--- src/rtl/apple2_disk_pkg.sv ---
// Shared constants for the Disk II track loader.
// State encoding and sector-address helper.
package apple2_disk_pkg;

  localparam int SECTOR_BYTES = 512;
  localparam int TRACK_BYTES  = 6656;
  localparam int DISK_TRACKS  = 35;

  localparam logic [1:0] IDLE = 2'd0;
  localparam logic [1:0] REQ  = 2'd1;
  localparam logic [1:0] XFER = 2'd2;
  localparam logic [1:0] NEXT = 2'd3;

  // Byte offset of a sector inside the track RAM
  function automatic logic [12:0] sec_base(
    input logic [3:0] s
  );
    return {s, 9'b0};
  endfunction

endpackage

--- src/rtl/disk_track_loader.sv ---
// Disk II track loader: streams one track image
// from the SD block interface into the track RAM.
module disk_track_loader
  import apple2_disk_pkg::*;
#(
  parameter int          SECTORS_PER_TRACK = 13,
  parameter int          LAST_TRACK        = 34,
  parameter logic [31:0] LBA_BASE          = 32'd0
) (
  input  logic        CLK_14M,
  input  logic        reset,
  input  logic [5:0]  track,
  input  logic        img_mounted,
  input  logic [31:0] img_size,
  output logic [31:0] sd_lba,
  output logic        sd_rd,
  input  logic        sd_ack,
  input  logic [8:0]  sd_buff_addr,
  input  logic [7:0]  sd_buff_dout,
  input  logic        sd_buff_wr,
  output logic [12:0] ram_addr,
  output logic [7:0]  ram_di,
  output logic        ram_we,
  output logic        busy,
  output logic [5:0]  loaded_track
);

  localparam logic [5:0] LAST_T   = 6'(LAST_TRACK);
  localparam logic [3:0] SPT      = 4'(SECTORS_PER_TRACK);
  localparam logic [3:0] LAST_SEC = 4'(SECTORS_PER_TRACK - 1);
  localparam logic [5:0] NO_TRACK = 6'h3F;

  logic [1:0]  state_q, state_d;
  logic [3:0]  sec_q, sec_d;
  logic [5:0]  tgt_q, tgt_d;
  logic        pend_q, pend_d;
  logic [31:0] lba_q, lba_d;
  logic        rd_q, rd_d;
  logic        busy_q, busy_d;
  logic [5:0]  ldt_q, ldt_d;
  logic        ack_q;
  logic [12:0] waddr_q;
  logic [7:0]  wdat_q;
  logic        we_q;

  logic [5:0]  eff_trk;
  logic [5:0]  cur_trk;
  logic        has_img;
  logic        trig;
  logic        ack_rise;
  logic        ack_fall;
  logic        req_entry;
  logic [9:0]  prod;

  // Clamp the head position and detect load triggers
  always_comb begin
    eff_trk  = (track > LAST_T) ? LAST_T : track;
    has_img  = |img_size;
    ack_rise = sd_ack & ~ack_q;
    ack_fall = ~sd_ack & ack_q;
    // While loading, compare against the track being fetched
    cur_trk  = busy_q ? tgt_q : ldt_q;
    trig     = has_img &
               (img_mounted | (eff_trk != cur_trk));
  end

  // Next-state logic for the load sequencer
  always_comb begin
    state_d = state_q;
    sec_d   = sec_q;
    tgt_d   = tgt_q;
    rd_d    = rd_q;
    busy_d  = busy_q;
    ldt_d   = ldt_q;
    pend_d  = pend_q | trig;
    unique case (state_q)
      IDLE: begin
        if (pend_q) begin
          tgt_d   = eff_trk;
          sec_d   = 4'd0;
          pend_d  = 1'b0;
          busy_d  = 1'b1;
          rd_d    = 1'b1;
          state_d = REQ;
        end
      end
      REQ: begin
        if (ack_rise) begin
          rd_d    = 1'b0;
          state_d = XFER;
        end
      end
      XFER: begin
        if (ack_fall) state_d = NEXT;
      end
      NEXT: begin
        if (pend_q) begin
          tgt_d   = eff_trk;
          sec_d   = 4'd0;
          pend_d  = 1'b0;
          rd_d    = 1'b1;
          state_d = REQ;
        end else if (sec_q == LAST_SEC) begin
          ldt_d   = tgt_q;
          busy_d  = 1'b0;
          state_d = IDLE;
        end else begin
          sec_d   = sec_q + 4'd1;
          rd_d    = 1'b1;
          state_d = REQ;
        end
      end
      default: state_d = IDLE;
    endcase
    if (!has_img) pend_d = 1'b0;
  end

  // Sector address, captured on every entry into REQ
  always_comb begin
    req_entry = (state_d == REQ) && (state_q != REQ);
    prod      = 10'(tgt_d) * 10'(SPT);
    lba_d     = lba_q;
    if (req_entry) begin
      lba_d = LBA_BASE + 32'(prod) + 32'(sec_d);
    end
  end

  // Sequencer state registers
  always_ff @(posedge CLK_14M) begin
    if (reset) begin
      state_q <= IDLE;
      sec_q   <= 4'd0;
      tgt_q   <= 6'd0;
      pend_q  <= 1'b0;
      lba_q   <= 32'd0;
      rd_q    <= 1'b0;
      busy_q  <= 1'b0;
      ldt_q   <= NO_TRACK;
    end else begin
      state_q <= state_d;
      sec_q   <= sec_d;
      tgt_q   <= tgt_d;
      pend_q  <= pend_d;
      lba_q   <= lba_d;
      rd_q    <= rd_d;
      busy_q  <= busy_d;
      ldt_q   <= ldt_d;
    end
  end

  // One-cycle delay of sd_ack for edge detection
  always_ff @(posedge CLK_14M) begin
    ack_q <= sd_ack;
  end

  // Register each SD byte strobe into a RAM write
  always_ff @(posedge CLK_14M) begin
    if (reset) begin
      waddr_q <= 13'd0;
      wdat_q  <= 8'd0;
      we_q    <= 1'b0;
    end else begin
      we_q <= 1'b0;
      if (state_q == XFER && sd_ack && sd_buff_wr) begin
        waddr_q <= sec_base(sec_q) + 13'(sd_buff_addr);
        wdat_q  <= sd_buff_dout;
        we_q    <= 1'b1;
      end
    end
  end

  assign sd_lba       = lba_q;
  assign sd_rd        = rd_q;
  assign ram_addr     = waddr_q;
  assign ram_di       = wdat_q;
  assign ram_we       = we_q;
  assign busy         = busy_q;
  assign loaded_track = ldt_q;

endmodule
--- config.mk ---
export PLATFORM = sky130hd
export DESIGN_NAME = disk_track_loader
export DESIGN_NICKNAME = d
export VERILOG_FILES = /design/src/rtl/apple2_disk_pkg.sv /design/src/rtl/disk_track_loader.sv
export SDC_FILE = /design/constraint.sdc
export NUM_CORES = 1
export LEC_CHECK = 0
export ABC_AREA = 1
export CAP_MARGIN = 5
export CORE_ASPECT_RATIO = 1.2
export CORE_MARGIN = 1
export CORE_UTILIZATION = 46
export CTS_CLUSTER_DIAMETER = 30
export CTS_CLUSTER_SIZE = 25
export DETAILED_ROUTE_END_ITERATION = 6
export GPL_TIMING_DRIVEN = 0
export PLACE_DENSITY = 0.81
export SLEW_MARGIN = 20
export SYNTH_ARGS = -nofsm -noshare
export SYNTH_HDL_FRONTEND = slang
export SYNTH_SLANG_ARGS = --single-unit
--- constraint.sdc ---
create_clock -name CLK_14M -period 4.6 [get_ports CLK_14M]
set_input_delay 0.46 -clock CLK_14M [delete_from_list [all_inputs] [get_ports CLK_14M]]
set_output_delay 0.46 -clock CLK_14M [all_outputs]
set_load 0.02 [all_outputs]
==> results by stage <==
Outcome:
- The run finished with clean final reports.

Synthesis:
- The cell type contributing the most total cell area after synthesis is dfxtp_1.
- In the synthesized netlist, the cells that appear most often are nand2_1, inv_1, nor2_1, dfxtp_1, a21oi_1.
- The proportion of synthesized chip area in sequential cells is 31.7%.
- Yosys printed 0 warnings.
- The most frequent cell after synthesis is nand2_1.
- The mean post-synth cell area is 7.07 um2.
- The netlist uses 35 different library cells.
- For this run, asynchronously set or reset flops after synthesis account for 0%.
- The mapped netlist covers 3480 um2.
- The number of enable flip-flop cells after synthesis is 0.
- For this run, the leading register cell type out of synthesis is dfxtp_1.
- By area the synthesized netlist is led by dfxtp_1, nand2_1, ha_1.
- Synthesis inferred 55 register bits.
- The top cell type by area accounts for 31.7% of the synthesized area.
- The number of instances in the synthesized netlist is 492.

STA:
- The achievable clock frequency is 253 MHz.
- The hold violation count in the final report is 0.
- In the finished design, the share of the clock period the worst path needs comes to 85.8%.
- Setup violations remaining at the end of the flow were counted as 0.
- The worst path needs 3940 ps of the cycle, external delays included.
- The number of pins exceeding their max-slew limit in the final report came to 0.
- Setup repair after global routing left no endpoint under its margin.
- Headroom to the max-slew limit came out at 64.4%.
- After routing, the total negative slack on setup checks comes to 0 ps.
- The worst clock skew is 11.1 ps.
- The slew at the pin closest to its max-slew limit is 534 ps.

Min path:
- The number of instances on the worst hold path is 2.
- The worst hold path begins at ram_di[2]$_SDFFE_PP0P_.
- In this run the worst hold path is classified as flop to flop.

Global routing:
- The overall track demand over capacity in global routing is 22.1%.
- For this run the aggregate overflow at the end of global routing stands at 0.
- The via count of the first global-routing pass is 3352.
- The initial antenna violation count came to 0.
- The global-route wire length before repair is 14.1 mm.
- Entering global routing, the biggest net connects 18 pins.

Pwr:
- The net switching share of the total power is 36.1%.
- The internal cell power is 1.08 mW.
- The clock network power share is 22.3%.
- The share of total power dissipated in sequential elements is 32.9%.
- In this run the power density over the cells is 351 nW/um2.
- In this run the power spent charging and discharging nets is 0.608 mW.
- The portion of total power attributed to combinational logic is 44.8%.
- The highest ir drop seen on vdd is 0.214 mV.
- The analysis attributes to cell leakage a power of 2.27 nW.

Floorplan:
- The die is 97.2 um tall.
- The overall die width is 81.4 um.
- The die outline area is 7910 um2.
- The starting density of the core is 47.8%.
- The area of the core region is 7270 um2.
- Pin placement for this block handled 122 I/O pins.
- The number of standard-cell rows in the floorplan is 34.

Clocking:
- The number of buffers on the longest clock path is 2.
- Clock tree synthesis inserted a total of 5 buffers.
- The post-CTS setup repair buffer count is 0.
- For the worst-skew pair, the clock arrives at the later sink with an insertion delay of 310 ps.
- The clock slew seen by the registers of the worst setup and hold paths is 100 ps.
- TritonCTS built the clock tree.
- The number of buffers inserted by hold repair at cts is 0.
- The CTS sink count is 55.
- The H-tree level count is 2.
- The post-cts sizing count is 0.
- The buffer cell driving the clock tree root is clkbuf_8.

Finish:
- Cells with a size suffix above 1 make up 8.24% of the layout.
- The filler cells instantiated in the layout total 618.
- The antenna diode count is 0.
- The total number of nets in the final design is 712.
- For this run, the number of standard cells in the final layout without fillers is 709.
- The area of the multi-input gates is 1920 um2.
- From synthesis to final layout, the design area changed by 37.8%.
- The sequential cells in the finished layout cover a total of 1100 um2.

Worst setup path:
- Counting cells, the worst reg-to-reg path comes to 18.
- The worst setup path is of the flop to flop kind.
- STA classifies the critical path startpoint as a flop.
- The beginning of the worst register-to-register path is state_q[0]$_SDFF_PP0_.
- In this run the worst setup path begins at state_q[0]$_SDFF_PP0_.
- The required time reported for the critical path endpoint is 4810 ps.
- Of all nets on the critical path, the largest fanout is 10.
- The signal arrival time at the worst endpoint is 4160 ps.
- The capturing element type of the critical path is a flop.

Job:
- The tool flagged a number of max-cap violations equal to 0.

Placement:
- The final estimated routing congestion in global placement is 0.861.
- The estimated wirelength of the detail-placed design is 6.63 mm.
- Buffers placed on the I/O ports in this run total 99.
- The cell count after placement is 701.

Drt:
- The via-per-instance ratio is 4.79.
- In this run, the number of DRC markers left after iteration 0 of detailed routing was 132.
- The routed length per placed instance is 11.6 um.
- The routed layout has 3393 vias.
- In this run the remaining antenna-violating nets after routing total 0.
- The remaining routing DRC violations is 0.
- The first detailed-routing pass took 6 iterations.
- The aggregate routed wire length is 8.20 mm.
[power groups by stage]
stage | Combinational (mW) | Clock (mW) | Sequential [mW]
after floorplan | 0.482 | 0 | 0.607
after CTS | 0.758 | 0.383 | 0.554
final | 0.754 | 0.376 | 0.553
after detailed placement | 0.750 | 0 | 0.565
after global routing | 0.851 | 0.403 | 0.560
after global placement | 0.733 | 0 | 0.562
[path summary, 6_finish.rpt]
kind / to / slack (ps)
worst min register to register: ram_di[2]$_SDFFE_PP0P_ / 450
worst max register to register: sd_lba[9]$_SDFFE_PP0P_ / 660
worst min-delay path: ram_di[2]$_SDFFE_PP0P_ / 450
worst max-delay path: sd_lba[9]$_SDFFE_PP0P_ / 660
[cells in the final DEF, fill, tap and decap left out]
cell type,netlist,final
nand3b_1,1,1
bufinv_16,0,2
nand3_1,16,16
o21ai_2,2,2
buf_2,2,2
o211ai_1,3,3
nor3_1,4,4
clkbuf_8,0,5
nor2_4,2,2
o21a_1,1,1
dfxtp_1,55,55
xnor2_1,5,5
ha_1,30,30
nor2_2,3,3
a21oi_1,37,37
nand2_2,1,1
inv_2,2,2
mux2i_1,1,1
o21ai_0,28,28
o21bai_1,2,2
xor2_1,8,8
fa_1,4,4
clkbuf_1,7,7
buf_4,23,23
o21ai_4,1,1
o221ai_2,1,1
clkdlybuf4s50_1,0,99
inv_1,73,73
conb_1,1,21
o21ai_1,2,2
nor3b_1,1,1
buf_6,3,3
nand3_2,2,2
nor2_1,62,62
nand4_1,3,3
nand2_4,1,1
clkinv_1,1,1
clkinvlp_4,0,1
nand2_1,104,104
[per-stage QoR]
stage / utilization (%) / worst slack, ps / power (mW) / cell area [um2] / hold WS, ps
after floorplan: - / 1170 / 1.09 / 3550 / 445
after global placement: 64.0 / 750 / 1.30 / 4660 / 430
after detailed placement: 64.0 / 682 / 1.31 / 4660 / 434
after CTS: 65.9 / 697 / 1.69 / 4790 / 450
after global routing: 65.9 / 421 / 1.81 / 4790 / 463
final: 65.9 / 655 / 1.68 / 4790 / 448
[worst max-delay path: stages (launching register included)]
cell     delay (ps)
dfxtp_1         410
inv_1           120
ha_1            370
nor2_4          150
buf_6           150
inv_1            70
o21ai_1         350
inv_1           140
ha_1            320
ha_1            310
ha_1            300
ha_1            350
a21oi_1         310
o21a_1          180
nand2_1          60
nand2_1          50
nand2_1          50
nor2_1          100
nor2_1           50
[layout make-up]
cell class | count | share of cell area, %
Timing Repair Buffer | 99 | 20.7
Buffer | 35 | 5.07
Sequential cell | 55 | 23.0
Multi-Input combinational cell | 346 | 40.1
Tap cell | 90 | 2.35
Clock inverter | 3 | 1.41
Clock buffer | 5 | 1.44
Inverter | 76 | 5.95
[cells by family after synthesis]
family / share of synthesized area [%]
simple gates: 24.0
buf+inv: 15.2
compound gates: 12.3
flops: 31.7
fa+ha+maj: 13.1
xor+xnor: 3.27
other cells: 0.108
mux: 0.288
[sequential cells by signal, summed over array words and instances, names as in the netlist]
register      cells
ram_addr         13
sd_lba           11
ram_di            8
loaded_track      6
tgt_q             6
sec_q             4
state_q           2
ack_q             1
busy              1
pend_q            1
ram_we            1
sd_rd             1
[per-layer routing]
layer | up-vias | part of all wire, % | global-route usage [%] | wire (um)
met2 | 100 | 53 | 42.2 | 4330
li1 | 1744 | - | - | -
met1 | 1536 | 39 | 22.8 | 3220
met3 | 13 | 6.4 | 4.60 | 528
met4 | 0 | 1.4 | 7.01 | 116
met5 | - | 0 | 0 | 0
(Power assumes the default switching activity.)
